File: config.mk
export PLATFORM = sky130hd
export DESIGN_NAME = seg_scan_controller_flat
export DESIGN_NICKNAME = d
export VERILOG_FILES = /design/src/rtl/seg_scan_controller_pkg.sv /design/src/rtl/seg_scan_controller_if.sv /design/src/rtl/seg_scan_controller_timer.sv /design/src/rtl/seg_scan_controller.sv /design/src/flat_wrapper.sv
export SDC_FILE = /design/constraint.sdc
export NUM_CORES = 1
export LEC_CHECK = 0
export CELL_PAD_IN_SITES_DETAIL_PLACEMENT = 1
export CELL_PAD_IN_SITES_GLOBAL_PLACEMENT = 1
export CORE_MARGIN = 5
export CORE_UTILIZATION = 46
export CTS_BUF_LIST = sky130_fd_sc_hd__clkbuf_8
export DETAILED_ROUTE_END_ITERATION = 8
export PLACE_DENSITY = 0.83
export REMOVE_ABC_BUFFERS = 1
export SETUP_SLACK_MARGIN = 0.1
export SYNTH_ARGS = -nofsm -noshare
export SYNTH_HDL_FRONTEND = slang
export SYNTH_SLANG_ARGS = --single-unit
File: constraint.sdc
create_clock -name clk -period 5 [get_ports clk]
set_input_delay 1.25 -clock clk [delete_from_list [all_inputs] [get_ports clk]]
set_output_delay 1.25 -clock clk [all_outputs]
set_load 0.02 [all_outputs]
File: src/rtl/seg_scan_controller_pkg.sv
// Shared types and helpers for the multiplexed 7-segment scan controller.
package seg_scan_pkg;

    localparam int unsigned DIGIT_W    = 4;
    localparam int unsigned SEG_W      = 7;
    localparam int unsigned MAX_DIGITS = 8;

    localparam logic [SEG_W-1:0] SEG_BLANK = 7'b0;

    typedef enum logic [1:0] {
        IDLE  = 2'd0,
        BLANK = 2'd1,
        SHOW  = 2'd2
    } state_e;

    // One-hot digit select; out-of-range index yields all zeros.
    function automatic logic [MAX_DIGITS-1:0] onehot(input int unsigned idx, input int unsigned n);
        logic [MAX_DIGITS-1:0] sel;
        sel = '0;
        if (idx < n && idx < MAX_DIGITS) begin
            sel = MAX_DIGITS'(1) << idx;
        end
        return sel;
    endfunction

endpackage

File: src/rtl/seg_scan_controller_if.sv
// Digit source / decoder / panel signals of the scan controller.
interface seg_scan_if
    import seg_scan_pkg::*;
#(
    parameter int unsigned NUM_DIGITS = 4
);
    logic [DIGIT_W*NUM_DIGITS-1:0] digits_in;
    logic                          load;
    logic                          enable;
    logic [DIGIT_W-1:0]            bnum;
    logic [SEG_W-1:0]              seg_in;
    logic [SEG_W-1:0]              seg_out;
    logic [NUM_DIGITS-1:0]         digit_en;
    logic                          frame_done;

    // Timer/menu logic plus decoder side.
    modport master (
        output digits_in, load, enable, seg_in,
        input  bnum, seg_out, digit_en, frame_done
    );

    // Scan controller side.
    modport slave (
        input  digits_in, load, enable, seg_in,
        output bnum, seg_out, digit_en, frame_done
    );
endinterface

File: src/rtl/seg_scan_controller_timer.sv
// Slot timer: counts cycles within a digit slot and flags the end of
// blanking and the end of the slot.
module seg_dwell_timer #(
    parameter int unsigned DWELL_CYCLES = 50000,
    parameter int unsigned BLANK_CYCLES = 16
) (
    input  logic clk,
    input  logic rst_n,
    input  logic clear,
    output logic blank_done_c,
    output logic slot_done_c
);
    localparam int unsigned CNT_W = $clog2(DWELL_CYCLES);
    localparam logic [CNT_W-1:0] CNT_LAST  = CNT_W'(DWELL_CYCLES - 1);
    localparam logic [CNT_W-1:0] BLANK_END = CNT_W'(BLANK_CYCLES - 1);

    logic [CNT_W-1:0] cnt_q;

    // Slot cycle counter; wraps at the end of each slot, held at 0 while cleared.
    always_ff @(posedge clk or negedge rst_n) begin
        if (!rst_n) begin
            cnt_q <= '0;
        end else if (clear || cnt_q == CNT_LAST) begin
            cnt_q <= '0;
        end else begin
            cnt_q <= cnt_q + CNT_W'(1);
        end
    end

    assign blank_done_c = !clear && (cnt_q == BLANK_END);
    assign slot_done_c  = !clear && (cnt_q == CNT_LAST);

endmodule

File: src/rtl/seg_scan_controller.sv
// Time-multiplexes one shared BCD-to-7-segment decoder across NUM_DIGITS
// common-cathode digits, scanning digit 0 first with a blanking gap at the
// start of every slot.
// Optional build macro: LEADING_ZERO_BLANK_EN suppresses leading zero digits.
module seg_scan_controller
    import seg_scan_pkg::*;
#(
    parameter int unsigned NUM_DIGITS   = 4,
    parameter int unsigned DWELL_CYCLES = 50000,
    parameter int unsigned BLANK_CYCLES = 16
) (
    input  logic       clk,
    input  logic       rst_n,
    seg_scan_if.slave  bus
);
    localparam int unsigned IDX_W   = $clog2(NUM_DIGITS);
    localparam int unsigned SHAD_W  = DIGIT_W * NUM_DIGITS;
    localparam logic [IDX_W-1:0] LAST_IDX = IDX_W'(NUM_DIGITS - 1);

    state_e                state_q, state_d;
    logic [IDX_W-1:0]      index_q, index_d;
    logic [SHAD_W-1:0]     shadow_q;
    logic [DIGIT_W-1:0]    bnum_q, bnum_d;
    logic [SEG_W-1:0]      seg_q, seg_d;
    logic [NUM_DIGITS-1:0] en_q, en_d;
    logic                  frame_q, frame_d;
    logic                  sup_q, sup_d;

    logic                  timer_clear;
    logic                  blank_done_c;
    logic                  slot_done_c;
    logic [IDX_W-1:0]      next_idx;
    logic [IDX_W-1:0]      entry_idx;
    logic [DIGIT_W-1:0]    entry_digit;
    logic                  entry_sup;
    logic [NUM_DIGITS-1:0] slot_en;

    seg_dwell_timer #(
        .DWELL_CYCLES (DWELL_CYCLES),
        .BLANK_CYCLES (BLANK_CYCLES)
    ) u_timer (
        .clk          (clk),
        .rst_n        (rst_n),
        .clear        (timer_clear),
        .blank_done_c (blank_done_c),
        .slot_done_c  (slot_done_c)
    );

    assign timer_clear = (state_q == IDLE) || !bus.enable;

    // Slot index that the next BLANK entry will use, and its digit value.
    assign next_idx    = (index_q == LAST_IDX) ? '0 : index_q + IDX_W'(1);
    assign entry_idx   = (state_q == IDLE) ? '0 : next_idx;
    assign entry_digit = shadow_q[{entry_idx, 2'b00} +: DIGIT_W];
    assign slot_en     = NUM_DIGITS'(onehot(32'(index_q), NUM_DIGITS));

`ifdef LEADING_ZERO_BLANK_EN
    logic [NUM_DIGITS-1:0] lead_zero;
    logic                  zero_run;

    // Mark digits that are zero all the way down from the top digit; digit 0 is always shown.
    always_comb begin
        lead_zero = '0;
        zero_run  = 1'b1;
        for (int i = NUM_DIGITS - 1; i >= 0; i--) begin
            zero_run     = zero_run && (shadow_q[DIGIT_W*i +: DIGIT_W] == '0);
            lead_zero[i] = zero_run;
        end
        lead_zero[0] = 1'b0;
    end

    assign entry_sup = lead_zero[entry_idx];
`else
    assign entry_sup = 1'b0;
`endif

    // Shadow capture; the scan only samples it at BLANK entry, so loads never glitch a slot.
    always_ff @(posedge clk or negedge rst_n) begin
        if (!rst_n) begin
            shadow_q <= '0;
        end else if (bus.load) begin
            shadow_q <= bus.digits_in;
        end
    end

    // State and registered output bank.
    always_ff @(posedge clk or negedge rst_n) begin
        if (!rst_n) begin
            state_q <= IDLE;
            index_q <= '0;
            bnum_q  <= '0;
            seg_q   <= SEG_BLANK;
            en_q    <= '0;
            frame_q <= 1'b0;
            sup_q   <= 1'b0;
        end else begin
            state_q <= state_d;
            index_q <= index_d;
            bnum_q  <= bnum_d;
            seg_q   <= seg_d;
            en_q    <= en_d;
            frame_q <= frame_d;
            sup_q   <= sup_d;
        end
    end

    // Next-state and next-output logic; outputs are computed for the upcoming state.
    always_comb begin
        state_d = state_q;
        index_d = index_q;
        bnum_d  = bnum_q;
        sup_d   = sup_q;
        en_d    = '0;
        seg_d   = SEG_BLANK;
        frame_d = 1'b0;

        unique case (state_q)
            IDLE: begin
                if (bus.enable) begin
                    state_d = BLANK;
                    index_d = '0;
                    bnum_d  = entry_digit;
                    sup_d   = entry_sup;
                end
            end
            BLANK: begin
                if (blank_done_c) begin
                    state_d = SHOW;
                    en_d    = sup_q ? '0 : slot_en;
                    seg_d   = bus.seg_in;
                end
            end
            SHOW: begin
                if (slot_done_c) begin
                    state_d = BLANK;
                    index_d = next_idx;
                    bnum_d  = entry_digit;
                    sup_d   = entry_sup;
                    frame_d = (index_q == LAST_IDX);
                end else begin
                    en_d    = sup_q ? '0 : slot_en;
                    seg_d   = bus.seg_in;
                end
            end
            default: begin
                state_d = IDLE;
            end
        endcase

        // Dropping enable goes dark at once and forgets the partial frame.
        if (!bus.enable) begin
            state_d = IDLE;
            index_d = '0;
            sup_d   = 1'b0;
            en_d    = '0;
            seg_d   = SEG_BLANK;
            frame_d = 1'b0;
        end
    end

    assign bus.bnum       = bnum_q;
    assign bus.seg_out    = seg_q;
    assign bus.digit_en   = en_q;
    assign bus.frame_done = frame_q;

endmodule
File: src/flat_wrapper.sv
// flat-port wrapper written by rule: the top's interface ports become plain ports
module seg_scan_controller_flat import seg_scan_pkg::*;
#(
    parameter int unsigned NUM_DIGITS   = 4,
    parameter int unsigned DWELL_CYCLES = 50000,
    parameter int unsigned BLANK_CYCLES = 16
)
  (clk, rst_n, bus_digits_in, bus_load, bus_enable, bus_seg_in, bus_bnum, bus_seg_out, bus_digit_en, bus_frame_done);
  seg_scan_if #(.NUM_DIGITS(NUM_DIGITS)) bus_i ();
  input  logic clk;
  input  logic rst_n;
  input wire logic [$bits(bus_i.digits_in)-1:0] bus_digits_in;
  input wire logic [$bits(bus_i.load)-1:0] bus_load;
  input wire logic [$bits(bus_i.enable)-1:0] bus_enable;
  input wire logic [$bits(bus_i.seg_in)-1:0] bus_seg_in;
  output wire logic [$bits(bus_i.bnum)-1:0] bus_bnum;
  output wire logic [$bits(bus_i.seg_out)-1:0] bus_seg_out;
  output wire logic [$bits(bus_i.digit_en)-1:0] bus_digit_en;
  output wire logic [$bits(bus_i.frame_done)-1:0] bus_frame_done;
  assign bus_i.digits_in = bus_digits_in;
  assign bus_i.load = bus_load;
  assign bus_i.enable = bus_enable;
  assign bus_i.seg_in = bus_seg_in;
  assign bus_bnum = bus_i.bnum;
  assign bus_seg_out = bus_i.seg_out;
  assign bus_digit_en = bus_i.digit_en;
  assign bus_frame_done = bus_i.frame_done;
  seg_scan_controller #(.NUM_DIGITS(NUM_DIGITS), .DWELL_CYCLES(DWELL_CYCLES), .BLANK_CYCLES(BLANK_CYCLES)) u_core (.clk(clk), .rst_n(rst_n), .bus(bus_i));
endmodule
==> impl_metrics.prom <==
# TYPE chip_impl_metric gauge
chip_impl_metric{name="floorplan.die_area",unit="um2"} 6860
chip_impl_metric{name="synth_top_area_share",unit="%"} 53.3
chip_impl_metric{name="h-tree-depth",unit=""} 2
chip_impl_info{name="worst_hold_path.endpoint",value="u_core.u_timer.cnt_q[0]"} 1
chip_impl_metric{name="diodes",unit=""} 0
chip_impl_metric{name="m1WireLength",unit="um"} 2370
chip_impl_metric{name="cellPowerDensity",unit="nW/um2"} 342
chip_impl_info{name="leading_area_contributor_after_synthesis",value="sky130_fd_sc_hd__dfrtp_1"} 1
chip_impl_metric{name="timing.setup.tns",unit="ns"} 0
chip_impl_info{name="critPathLaunchType",value="input pin"} 1
chip_impl_metric{name="timing_max_transition_violations_final",unit=""} 0
chip_impl_metric{name="globalplace.congestion",unit=""} 0.746
chip_impl_metric{name="grt_overflow",unit=""} 0
chip_impl_metric{name="final.period_utilization",unit="%"} 52.3
chip_impl_metric{name="fmax",unit="MHz"} 382
chip_impl_metric{name="period_needed",unit="ns"} 2.62
chip_impl_metric{name="routed_wire_length_per_instance",unit="um"} 16.5
chip_impl_metric{name="reg2reg_depth",unit=""} 5
chip_impl_metric{name="worst_slew_pin_slew",unit="ns"} 0.760
chip_impl_info{name="tritoncts",value="yes"} 1
chip_impl_metric{name="place_hpwl",unit="um"} 3950
chip_impl_metric{name="cts_repair_resize_count",unit=""} 0
chip_impl_metric{name="effective_utilization_at_floorplan",unit="%"} 47.5
chip_impl_info{name="clock-root-buffer",value="sky130_fd_sc_hd__clkbuf_8"} 1
chip_impl_metric{name="netlist-cell-type-count",unit=""} 38
chip_impl_metric{name="detail_route.iter0.violations",unit=""} 86
chip_impl_metric{name="fp.dieW",unit="um"} 82.8
chip_impl_info{name="grt_setup_unrepaired",value="no"} 1
chip_impl_metric{name="grt_use_total",unit="%"} 16.8
chip_impl_metric{name="power.static_leakage",unit="nW"} 1.26
chip_impl_info{name="timing.critical_path.from",value="bus_enable"} 1
chip_impl_metric{name="synth.yosys.warnings",unit=""} 0
chip_impl_info{name="critPathKind",value="input pin to register"} 1
chip_impl_metric{name="clockPowerShare",unit="%"} 23.7
chip_impl_metric{name="timing_hold_violations_final",unit=""} 0
chip_impl_info{name="r2r_end",value="u_core.u_timer.cnt_q[13]"} 1
chip_impl_info{name="maxUsedRoutingLayer",value="met4"} 1
chip_impl_metric{name="io_pins",unit=""} 43
chip_impl_metric{name="route.detailed.drc",unit=""} 0
chip_impl_metric{name="ys_seq_area_share",unit="%"} 53.3
chip_impl_metric{name="worst_skew_pair.late_latency",unit="ns"} 0.31
chip_impl_metric{name="antenna_violating_nets_post_route",unit=""} 0
chip_impl_metric{name="antenna_found_initial",unit=""} 0
chip_impl_metric{name="placeableCoreArea",unit="um2"} 5140
chip_impl_metric{name="cts.clk_slew.worst_paths",unit="ns"} 0.09
chip_impl_metric{name="setup_viol_count_final",unit=""} 0
chip_impl_metric{name="power.share.switching",unit="%"} 31.0
chip_impl_metric{name="synth.ff_latch_count",unit=""} 52
chip_impl_metric{name="area_growth",unit="%"} 23.3
chip_impl_metric{name="p_comb_share",unit="%"} 28.8
chip_impl_metric{name="row_count",unit=""} 26
chip_impl_metric{name="nNetsFinal",unit=""} 291
chip_impl_metric{name="placed_cell_area",unit="um2"} 2920
chip_impl_metric{name="register_share_of_total_power",unit="%"} 47.5
chip_impl_info{name="r2r_start",value="u_core.state_q[0]"} 1
chip_impl_metric{name="cts_setup_buffers",unit=""} 0
chip_impl_metric{name="switchingPower",unit="W"} 0.000320
chip_impl_info{name="worst_hold_path_type",value="register to register"} 1
chip_impl_metric{name="final_cell_area",unit="um2"} 3010
chip_impl_metric{name="met3RoutedLength",unit="um"} 197
chip_impl_info{name="status",value="finished, final reports clean"} 1
chip_impl_metric{name="dr_wl_met2",unit="um"} 2660
chip_impl_info{name="synth_area_leaders",value="sky130_fd_sc_hd__dfrtp_1, sky130_fd_sc_hd__mux2_2, sky130_fd_sc_hd__ha_1"} 1
chip_impl_metric{name="synth_cells",unit=""} 212
chip_impl_metric{name="synth.cell_area",unit="um2"} 2440
chip_impl_metric{name="worst-endpoint-arrival",unit="ns"} 2.82
chip_impl_metric{name="timing.slew.headroom",unit="%"} 49.2
chip_impl_metric{name="power.internal",unit="W"} 0.000710
chip_impl_metric{name="io_buffers",unit=""} 42
chip_impl_info{name="min_from",value="u_core.u_timer.cnt_q[0]"} 1
chip_impl_metric{name="drt_pre_antenna_iters",unit=""} 4
chip_impl_metric{name="ctsLongestPathBuffers",unit=""} 2
chip_impl_metric{name="max-cap-violations",unit=""} 0
chip_impl_metric{name="grt_first_pass_wirelength",unit="um"} 9340
chip_impl_metric{name="clock-sinks",unit=""} 52
chip_impl_metric{name="vertical_die_dimension",unit="um"} 82.8
chip_impl_metric{name="cts_hold_buf",unit=""} 0
chip_impl_metric{name="syn-mean-instance-area",unit="um2"} 11.5
chip_impl_metric{name="pin_count_of_the_biggest_net_entering_global_routing",unit=""} 53
chip_impl_metric{name="cts_inserted_buffers",unit=""} 5
chip_impl_metric{name="vias",unit=""} 1733
chip_impl_metric{name="wl",unit="um"} 5370
chip_impl_metric{name="layout-drive-gt1-share",unit="%"} 13.3
chip_impl_metric{name="detail_route.vias_per_cell",unit=""} 5.32
chip_impl_metric{name="cp_max_fo",unit=""} 9
chip_impl_metric{name="first_global_vias",unit=""} 1868
chip_impl_metric{name="timing.hold.worst_path_depth",unit=""} 1
chip_impl_info{name="timing.critical_path.to_type",value="register"} 1
chip_impl_metric{name="worst_ir_drop_vdd",unit="mV"} 0.184
chip_impl_metric{name="timing.reg2reg.setup_slack",unit="ns"} 2.92
chip_impl_metric{name="worstPathRequired",unit="ns"} 5.20
chip_impl_metric{name="worst_clock_skew",unit="ns"} 0.00662
==> synth_stat cells (all sizes together) <==
cell,n
a41o,1
a22o,1
buf,2
or2,1
and2,13
nand4,6
nand2b,4
mux2i,4
o31ai,1
nor2,21
dfrtp,52
nand3,6
nor4,3
xnor2,4
and4,2
a32o,2
and4b,1
a21oi,4
inv,9
nor3b,1
nor4bb,1
and3,1
o21ai,3
ha,9
a22oi,4
nor3,2
or3b,1
mux2,20
clkbuf,5
o221ai,4
o21a,1
xor2,10
nand2,13
==> critical path, stage by stage <==
cell	delay [ns]
sky130_fd_sc_hd__clkdlybuf4s50_1	0.64
sky130_fd_sc_hd__nand2b_1	0.19
sky130_fd_sc_hd__o21ai_0	0.40
sky130_fd_sc_hd__a21oi_1	0.12
sky130_fd_sc_hd__a41o_1	0.21
==> area by class of cell <==
type                       count  area [um2]
timing repair buffer          43         423
inverter                       9        33.8
clock inverter                 2        10.0
clock buffer                   6        82.6
fill                         575        2130
tap                           70        87.6
multi-input combinational    144        1070
sequential                    52        1300
==> metrics by stage <==
stage	hold slack (ns)	setup WS, ns	power, W	util (%)	instances
detailed placement	0.497	2.08	0.000796	56.7	318
CTS	0.510	2.40	0.00105	58.5	326
floorplan	0.448	2.96	0.000672	-	205
global route	0.534	2.23	0.00109	58.5	326
global placement	0.465	2.18	0.000783	56.7	318
finish	0.502	2.38	0.00103	58.5	326
==> sequential cells by signal, indices dropped and copies added, names as in the netlist <==
register and cells:
u_core.state_q 2, u_core.index_q 2, u_core.bus.frame_done 1, u_core.bus.seg_out 7
u_core.u_timer.cnt_q 16, u_core.bus.bnum 4, u_core.bus.digit_en 4, u_core.shadow_q 16
==> power groups by stage <==
stage / sequential, W / clock [W] / combinational (W)
6_report: 0.000489 / 0.000244 / 0.000297
4_1_cts: 0.000490 / 0.000255 / 0.000301
3_3_place_gp: 0.000497 / 0 / 0.000286
2_1_floorplan: 0.000515 / 0 / 0.000156
3_5_place_dp: 0.000498 / 0 / 0.000298
5_1_grt: 0.000495 / 0.000270 / 0.000329
==> cell usage in the layout, fill, tap and decap left out, types with 2 or more instances in the layout <==
cell | synthesis | layout
sky130_fd_sc_hd__clkbuf_8 | 0 | 6
sky130_fd_sc_hd__clkinv_2 | 0 | 2
sky130_fd_sc_hd__clkdlybuf4s50_1 | 0 | 41
sky130_fd_sc_hd__nand3_1 | 6 | 6
sky130_fd_sc_hd__xnor2_1 | 4 | 4
sky130_fd_sc_hd__nor4_1 | 2 | 2
sky130_fd_sc_hd__mux2i_1 | 4 | 4
sky130_fd_sc_hd__o221ai_1 | 4 | 4
sky130_fd_sc_hd__nand2b_1 | 4 | 4
sky130_fd_sc_hd__nor3_1 | 2 | 2
sky130_fd_sc_hd__a32o_1 | 2 | 2
sky130_fd_sc_hd__nand2_1 | 13 | 13
sky130_fd_sc_hd__o21ai_1 | 2 | 2
sky130_fd_sc_hd__dfrtp_1 | 52 | 52
sky130_fd_sc_hd__nor2_1 | 21 | 21
sky130_fd_sc_hd__and2_1 | 12 | 12
sky130_fd_sc_hd__inv_1 | 9 | 9
sky130_fd_sc_hd__nand4_1 | 6 | 6
sky130_fd_sc_hd__mux2_2 | 20 | 20
sky130_fd_sc_hd__a21oi_1 | 3 | 3
sky130_fd_sc_hd__ha_1 | 9 | 9
sky130_fd_sc_hd__xor2_1 | 10 | 10
sky130_fd_sc_hd__and4_1 | 2 | 2
sky130_fd_sc_hd__a22oi_1 | 4 | 4
==> worst max path at each step <==
stage          slack, ns                 to  cells past startpoint
2_1_floorplan       2.96  u_core.state_q[1]                      4
3_3_place_gp        2.18  u_core.state_q[1]                      5
3_5_place_dp        2.08  u_core.state_q[1]                      5
4_1_cts             2.40  u_core.state_q[1]                      5
5_1_grt             2.23  u_core.state_q[1]                      5
6_report            2.38  u_core.state_q[1]                      5
==> cell families (layout without fill, tap and decap cells) <==
group / Yosys count / after routing / synth area share (%)
adder cells (fa/ha/maj): 9 / 9 / 4.62
multiplexers: 24 / 24 / 10.9
AND/OR/NAND/NOR: 76 / 76 / 16.9
XOR/XNOR: 14 / 14 / 5.03
AO/OA/AOI/OAI: 21 / 21 / 6.46
flip-flops: 52 / 52 / 53.3
buffers and inverters: 16 / 60 / 2.77
==> metal layers <==
metal / global-route usage [%] / vias up
met4: 8.32 / 0
met5: 0 / -
met2: 27.5 / 39
met3: 3.07 / 9
met1: 21.3 / 864
li1: - / 821
(Power assumes the default switching activity.)
